<file path="src/rtl/pipelined_cla_addsub.sv">
// Pipelined carry-lookahead adder/subtractor: one BLOCK-bit lookahead group per stage.
// Define PIPE_CLA_FLAGS_EN to build the overflow / isNotEqual / isLessThan flag path.
module pipelined_cla_addsub #(
    parameter int unsigned WIDTH = 32,
    parameter int unsigned BLOCK = 8
) (
    input  logic             clock,
    input  logic             reset_n,
    input  logic             in_valid,
    output logic             in_ready,
    input  logic [WIDTH-1:0] data_operandA,
    input  logic [WIDTH-1:0] data_operandB,
    input  logic             ctrl_sub,
    input  logic             cin,
    output logic             out_valid,
    input  logic             out_ready,
    output logic [WIDTH-1:0] data_result,
    output logic             cout,
    output logic             overflow,
    output logic             isNotEqual,
    output logic             isLessThan
);
    localparam int unsigned NSTAGE = (BLOCK == 0) ? 1 : WIDTH / BLOCK;

    if (BLOCK == 0 || WIDTH == 0 || (WIDTH % BLOCK) != 0) begin : g_cfg_check
        $error("pipelined_cla_addsub: WIDTH must be a positive multiple of BLOCK");
    end

    // Every carry is an independent sum-of-products of g/p and the group carry-in.
    function automatic logic [BLOCK:0] group_carries(input logic [BLOCK-1:0] a,
                                                     input logic [BLOCK-1:0] b,
                                                     input logic             c0);
        logic [BLOCK:0] c;
        logic           term;
        c    = '0;
        c[0] = c0;
        for (int unsigned i = 0; i < BLOCK; i++) begin
            term = c0;
            for (int unsigned j = 0; j <= i; j++) term = term & (a[j] | b[j]);
            c[i+1] = term;
            for (int unsigned j = 0; j <= i; j++) begin
                term = a[j] & b[j];
                for (int unsigned m = j + 1; m <= i; m++) term = term & (a[m] | b[m]);
                c[i+1] = c[i+1] | term;
            end
        end
        return c;
    endfunction

    logic             advance;

    logic             v_q   [NSTAGE];
    logic [WIDTH-1:0] a_q   [NSTAGE];
    logic [WIDTH-1:0] b_q   [NSTAGE];
    logic [WIDTH-1:0] s_q   [NSTAGE];
    logic             c_q   [NSTAGE];

    logic             v_d   [NSTAGE];
    logic [WIDTH-1:0] a_d   [NSTAGE];
    logic [WIDTH-1:0] b_d   [NSTAGE];
    logic [WIDTH-1:0] s_d   [NSTAGE];
    logic             c_d   [NSTAGE];

    // Slot k feeds stage k; slot 0 is the input port, slot k+1 is stage k's register.
    logic             v_in  [NSTAGE+1];
    logic [WIDTH-1:0] a_in  [NSTAGE+1];
    logic [WIDTH-1:0] b_in  [NSTAGE+1];
    logic [WIDTH-1:0] s_in  [NSTAGE+1];
    logic             c_in  [NSTAGE+1];
    logic [BLOCK:0]   car   [NSTAGE];

    assign advance     = !v_q[NSTAGE-1] || out_ready;
    assign in_ready    = advance;
    assign out_valid   = v_q[NSTAGE-1];
    assign data_result = s_q[NSTAGE-1];
    assign cout        = c_q[NSTAGE-1];

    always_comb begin
        v_in[0] = in_valid;
        a_in[0] = data_operandA;
        b_in[0] = ctrl_sub ? ~data_operandB : data_operandB;
        s_in[0] = '0;
        c_in[0] = ctrl_sub | cin;
        for (int unsigned k = 0; k < NSTAGE; k++) begin
            v_in[k+1] = v_q[k];
            a_in[k+1] = a_q[k];
            b_in[k+1] = b_q[k];
            s_in[k+1] = s_q[k];
            c_in[k+1] = c_q[k];
        end
        for (int unsigned k = 0; k < NSTAGE; k++) begin
            car[k] = group_carries(a_in[k][k*BLOCK +: BLOCK], b_in[k][k*BLOCK +: BLOCK], c_in[k]);
            s_d[k] = s_in[k];
            s_d[k][k*BLOCK +: BLOCK] = a_in[k][k*BLOCK +: BLOCK] ^ b_in[k][k*BLOCK +: BLOCK]
                                       ^ car[k][BLOCK-1:0];
            c_d[k] = car[k][BLOCK];
            v_d[k] = v_in[k];
            a_d[k] = a_in[k];
            b_d[k] = b_in[k];
        end
    end

    always_ff @(posedge clock) begin
        if (!reset_n) begin
            for (int unsigned k = 0; k < NSTAGE; k++) begin
                v_q[k] <= 1'b0;
                a_q[k] <= '0;
                b_q[k] <= '0;
                s_q[k] <= '0;
                c_q[k] <= 1'b0;
            end
        end else if (advance) begin
            for (int unsigned k = 0; k < NSTAGE; k++) begin
                v_q[k] <= v_d[k];
                a_q[k] <= a_d[k];
                b_q[k] <= b_d[k];
                s_q[k] <= s_d[k];
                c_q[k] <= c_d[k];
            end
        end
    end

`ifdef PIPE_CLA_FLAGS_EN
    logic sub_q  [NSTAGE];
    logic sub_d  [NSTAGE];
    logic sub_in [NSTAGE+1];
    logic ovf_d, ne_d, lt_d;
    logic ovf_q, ne_q, lt_q;

    // Flags are formed as the last group resolves, so they register with the result.
    always_comb begin
        sub_in[0] = ctrl_sub;
        for (int unsigned k = 0; k < NSTAGE; k++) sub_in[k+1] = sub_q[k];
        for (int unsigned k = 0; k < NSTAGE; k++) sub_d[k] = sub_in[k];
        ovf_d = car[NSTAGE-1][BLOCK] ^ car[NSTAGE-1][BLOCK-1];
        ne_d  = sub_in[NSTAGE-1] & (s_d[NSTAGE-1] != '0);
        lt_d  = sub_in[NSTAGE-1] & (s_d[NSTAGE-1][WIDTH-1] ^ ovf_d);
    end

    always_ff @(posedge clock) begin
        if (!reset_n) begin
            for (int unsigned k = 0; k < NSTAGE; k++) sub_q[k] <= 1'b0;
            ovf_q <= 1'b0;
            ne_q  <= 1'b0;
            lt_q  <= 1'b0;
        end else if (advance) begin
            for (int unsigned k = 0; k < NSTAGE; k++) sub_q[k] <= sub_d[k];
            ovf_q <= ovf_d;
            ne_q  <= ne_d;
            lt_q  <= lt_d;
        end
    end

    assign overflow   = ovf_q;
    assign isNotEqual = ne_q;
    assign isLessThan = lt_q;
`else
    assign overflow   = 1'b0;
    assign isNotEqual = 1'b0;
    assign isLessThan = 1'b0;
`endif

endmodule

</file>
<file path="config.mk">
export PLATFORM = sky130hd
export DESIGN_NAME = pipelined_cla_addsub
export DESIGN_NICKNAME = d
export VERILOG_FILES = /design/src/rtl/pipelined_cla_addsub.sv
export SDC_FILE = /design/constraint.sdc
export NUM_CORES = 1
export LEC_CHECK = 0
export CAP_MARGIN = 0
export CELL_PAD_IN_SITES_DETAIL_PLACEMENT = 0
export CELL_PAD_IN_SITES_GLOBAL_PLACEMENT = 1
export CORE_ASPECT_RATIO = 0.75
export CORE_UTILIZATION = 49
export CTS_CLUSTER_DIAMETER = 60
export DETAILED_ROUTE_END_ITERATION = 8
export GPL_TIMING_DRIVEN = 0
export HOLD_SLACK_MARGIN = 0.03
export PLACE_DENSITY = 0.95
export SYNTH_ARGS = -nofsm -noshare
export SYNTH_HDL_FRONTEND = slang
export SYNTH_SLANG_ARGS = --single-unit
</file>
<file path="constraint.sdc">
create_clock -name clock -period 12.75 [get_ports clock]
set_input_delay 2.55 -clock clock [delete_from_list [all_inputs] [get_ports clock]]
set_output_delay 2.55 -clock clock [all_outputs]
set_load 0.005 [all_outputs]
</file>
==> impl_metrics.yaml <==
sta:
  maxSlewViolCount: 0
  tightest_slew_ps: 707
  hold_viol_final: 0
  fmax_mhz: 137
  clock_skew_ps: 11.2
  tns_ps: 0
  fin_crit_sh_pct: 57.1
  finalSetupViolCount: 0
  min_period_ps: 7280
  grt_setup_unrepaired: "no"
  setup_slack_ps: 5470
  slew_headroom_pct: 52.9
synthesis:
  netlist_instances: 700
  yosysUniqueCellTypes: 44
  synth_edf_count: 184
  synth_top_family_by_area: "simple AND/OR/NAND/NOR gates"
  ys_ff_latch: 184
  yosysMostFrequentCell: "edfxtp_1"
  synth_area_per_cell_um2: 12.8
  synth_xor_area_share_pct: 4.30
  yosys_warnings: 0
  yosys-top-cells-count: "edfxtp_1 (184), and3_1 (127), inv_1 (79)"
  synth_top_cell_area_share_pct: 61.7
  yosysTopAreaCell: "edfxtp_1"
  synth-adder-area-share_pct: 9.84
  synthTopCellsByArea: "edfxtp_1 (62%), ha_1 (8.9%), and3_1 (8.9%), inv_1 (3.3%), xnor2_1 (3.2%)"
  synth_ff_type: "edfxtp_1"
  synth_compound_area_share_pct: 4.57
  synth_area_um2: 8950
  synthArstFlopShare_pct: 0
  synth-seq-area-share_pct: 61.7
  yosys.area_share.simple_pct: 14.0
  synth.area.mux_share_pct: 0.335
setup_path:
  endpoint_kind: "output pin"
  worstPathMaxFanout: 10
  worst-r2r-cell-count: 7
  rrSetupSlack_ps: 10580
  rr_endpoint: "s_q[0][47]$_SDFFCE_PN0P_"
  required_ps: 10200
  start_kind: "primary input"
  crit_type: "in -> out"
  crit_arrival_ps: 4730
  r2r_start: "a_q[0][8]$_SDFFCE_PN0P_"
grt:
  grt_pass1_vias: 5246
  grt_usage_pct: 19.4
  grt_pass1_wl_um: 27100
  busiest_layer: "met2"
  grt_max_degree: 22
  grt_use_met3_pct: 4.51
  grt_overflow: 0
  met2_usage_pct: 30.4
  use_met1_pct: 26.9
  grt_antenna_before_repair: 0
floorplanning:
  die-area_um2: 18800
  io_pins: 108
  die_y_um: 119
  start_util_pct: 50.4
  die_w_um: 158
  fp-row-count: 42
  core_um2: 17800
min_path:
  hold_start: "b_q[0][58]$_SDFFCE_PN0P_"
  min_to: "b_q[0][90]$_SDFFCE_PN0P_"
  hold_path.class: "reg -> reg"
  hold_path_depth: 1
final_layout:
  areaGrowthSynthToFinish_pct: 24.0
  drive_gt1_share_pct: 6.26
  multi_input_comb_area_um2: 2970
  fillers: 1388
  fin_nets: 972
  final_util_pct: 62.5
  diodes: 0
  final-seq-area_um2: 5530
run_status:
  status: "finished, final reports clean"
routing:
  routed_wirelength_um: 17100
  drc: 0
  post_drt_wl_per_cell_um: 15.7
  drt_iter0_markers: 479
  drt-pass1-iter-count: 5
  routed-via-count: 5489
  vias_per_cell: 5.04
  ant_nets: 0
clock_tree:
  cts_tree: "built"
  cts_resized: 0
  clk_pin_slew_ps: 70
  clkSinkCount: 184
  numCtsBuffers: 17
  h-tree-depth: 4
  cts_hold_buf: 0
  cts-root-buf: "clkbuf_16"
  post_cts_buffers: 0
  cts_buffer_depth: 2
  clock_latency_ps: 430
power:
  powerDensity_nw_per_um2: 129
  power_leakage_nw: 4.97
  peakVddDrop_v: 0.000101
  totalPowerFinal_mw: 1.43
place:
  routabilityCongestion: 0.797
  port_buffers: 103
  pre_cts_ws_ps: 5460
  hpwl_um: 12400
flow_run:
  maxCapViolCount: 0
==> worst max-delay path by stage <==
stage                     startpoint                  endpoint  slack [ps]  cells after the start
after CTS                  out_ready                  in_ready        5460                      5
after floorplan              reset_n  a_q[0][10]$_SDFFCE_PN0P_        3750                      3
after detailed placement   out_ready                  in_ready        5460                      5
after global placement       reset_n  b_q[0][12]$_SDFFCE_PN0P_         700                      4
final                      out_ready                  in_ready        5470                      5
after global routing       out_ready                  in_ready        5380                      5
==> critical path: stages <==
cell and delay, ps:
clkdlybuf4s50_1 460, nand2b_1 190, clkbuf_1 530, clkbuf_1 420, clkdlybuf4s50_1 590
==> sequential cells by signal (all words and copies together), names as in the netlist <==
| name | cells |
|---|---|
| c_q | 4 |
| v_q | 4 |
| a_q | 48 |
| b_q | 48 |
| s_q | 80 |
==> through the flow <==
step	hold slack, ps	cell area [µm²]	cells
floorplan	528	8960	702
detailed placement	535	10500	1057
CTS	546	11100	1089
finish	547	11100	1089
global route	560	11100	1089
global placement	532	10300	1047
==> cell type report <==
type                       instances  area share, %
inverter                          79           2.67
tap                              242           2.73
clock inverter                    15           1.79
buffer                            41           1.55
clock buffer                      17           3.83
sequential                       184           49.7
timing repair buffer             113           11.0
multi-input combinational        398           26.7
==> metal layers <==
metal | vias up | wire length [µm] | part of all wire (%)
li1 | 2733 | - | -
met1 | 2609 | 7820 | 46
met2 | 130 | 8230 | 48
met3 | 17 | 832 | 4.9
met4 | 0 | 192 | 1.1
met5 | - | 0 | 0
==> cell families (layout without fill, tap and decap cells) <==
| logic type | after synthesis | in the layout |
|---|---|---|
| multiplexers | 3 | 3 |
| flip-flops | 184 | 184 |
| XOR/XNOR | 44 | 44 |
| other | 1 | 3 |
| buffers and inverters | 120 | 265 |
| adder cells (fa/ha/maj) | 68 | 68 |
| AND/OR/NAND/NOR | 226 | 226 |
| AO/OA/AOI/OAI | 54 | 54 |
==> where the power goes <==
group | internal (mW) | switching (mW)
combinational | 0.0789 | 0.0712
clock | 0.329 | 0.227
sequential | 0.714 | 0.0151
total | 1.12 | 0.313
==> cells in the final DEF, fill, tap and decap left out, types with 8 or more instances in the layout <==
| cell | instances |
|---|---|
| a21oi_1 | 13 |
| nor3_1 | 14 |
| clkdlybuf4s50_1 | 103 |
| nand2b_1 | 8 |
| clkbuf_16 | 17 |
| clkbuf_1 | 34 |
| xnor2_1 | 33 |
| nor2_1 | 50 |
| ha_1 | 64 |
| and3_1 | 127 |
| inv_1 | 79 |
| edfxtp_1 | 184 |
| nand2_1 | 10 |
| xor2_1 | 11 |
(Power assumes the default switching activity.)
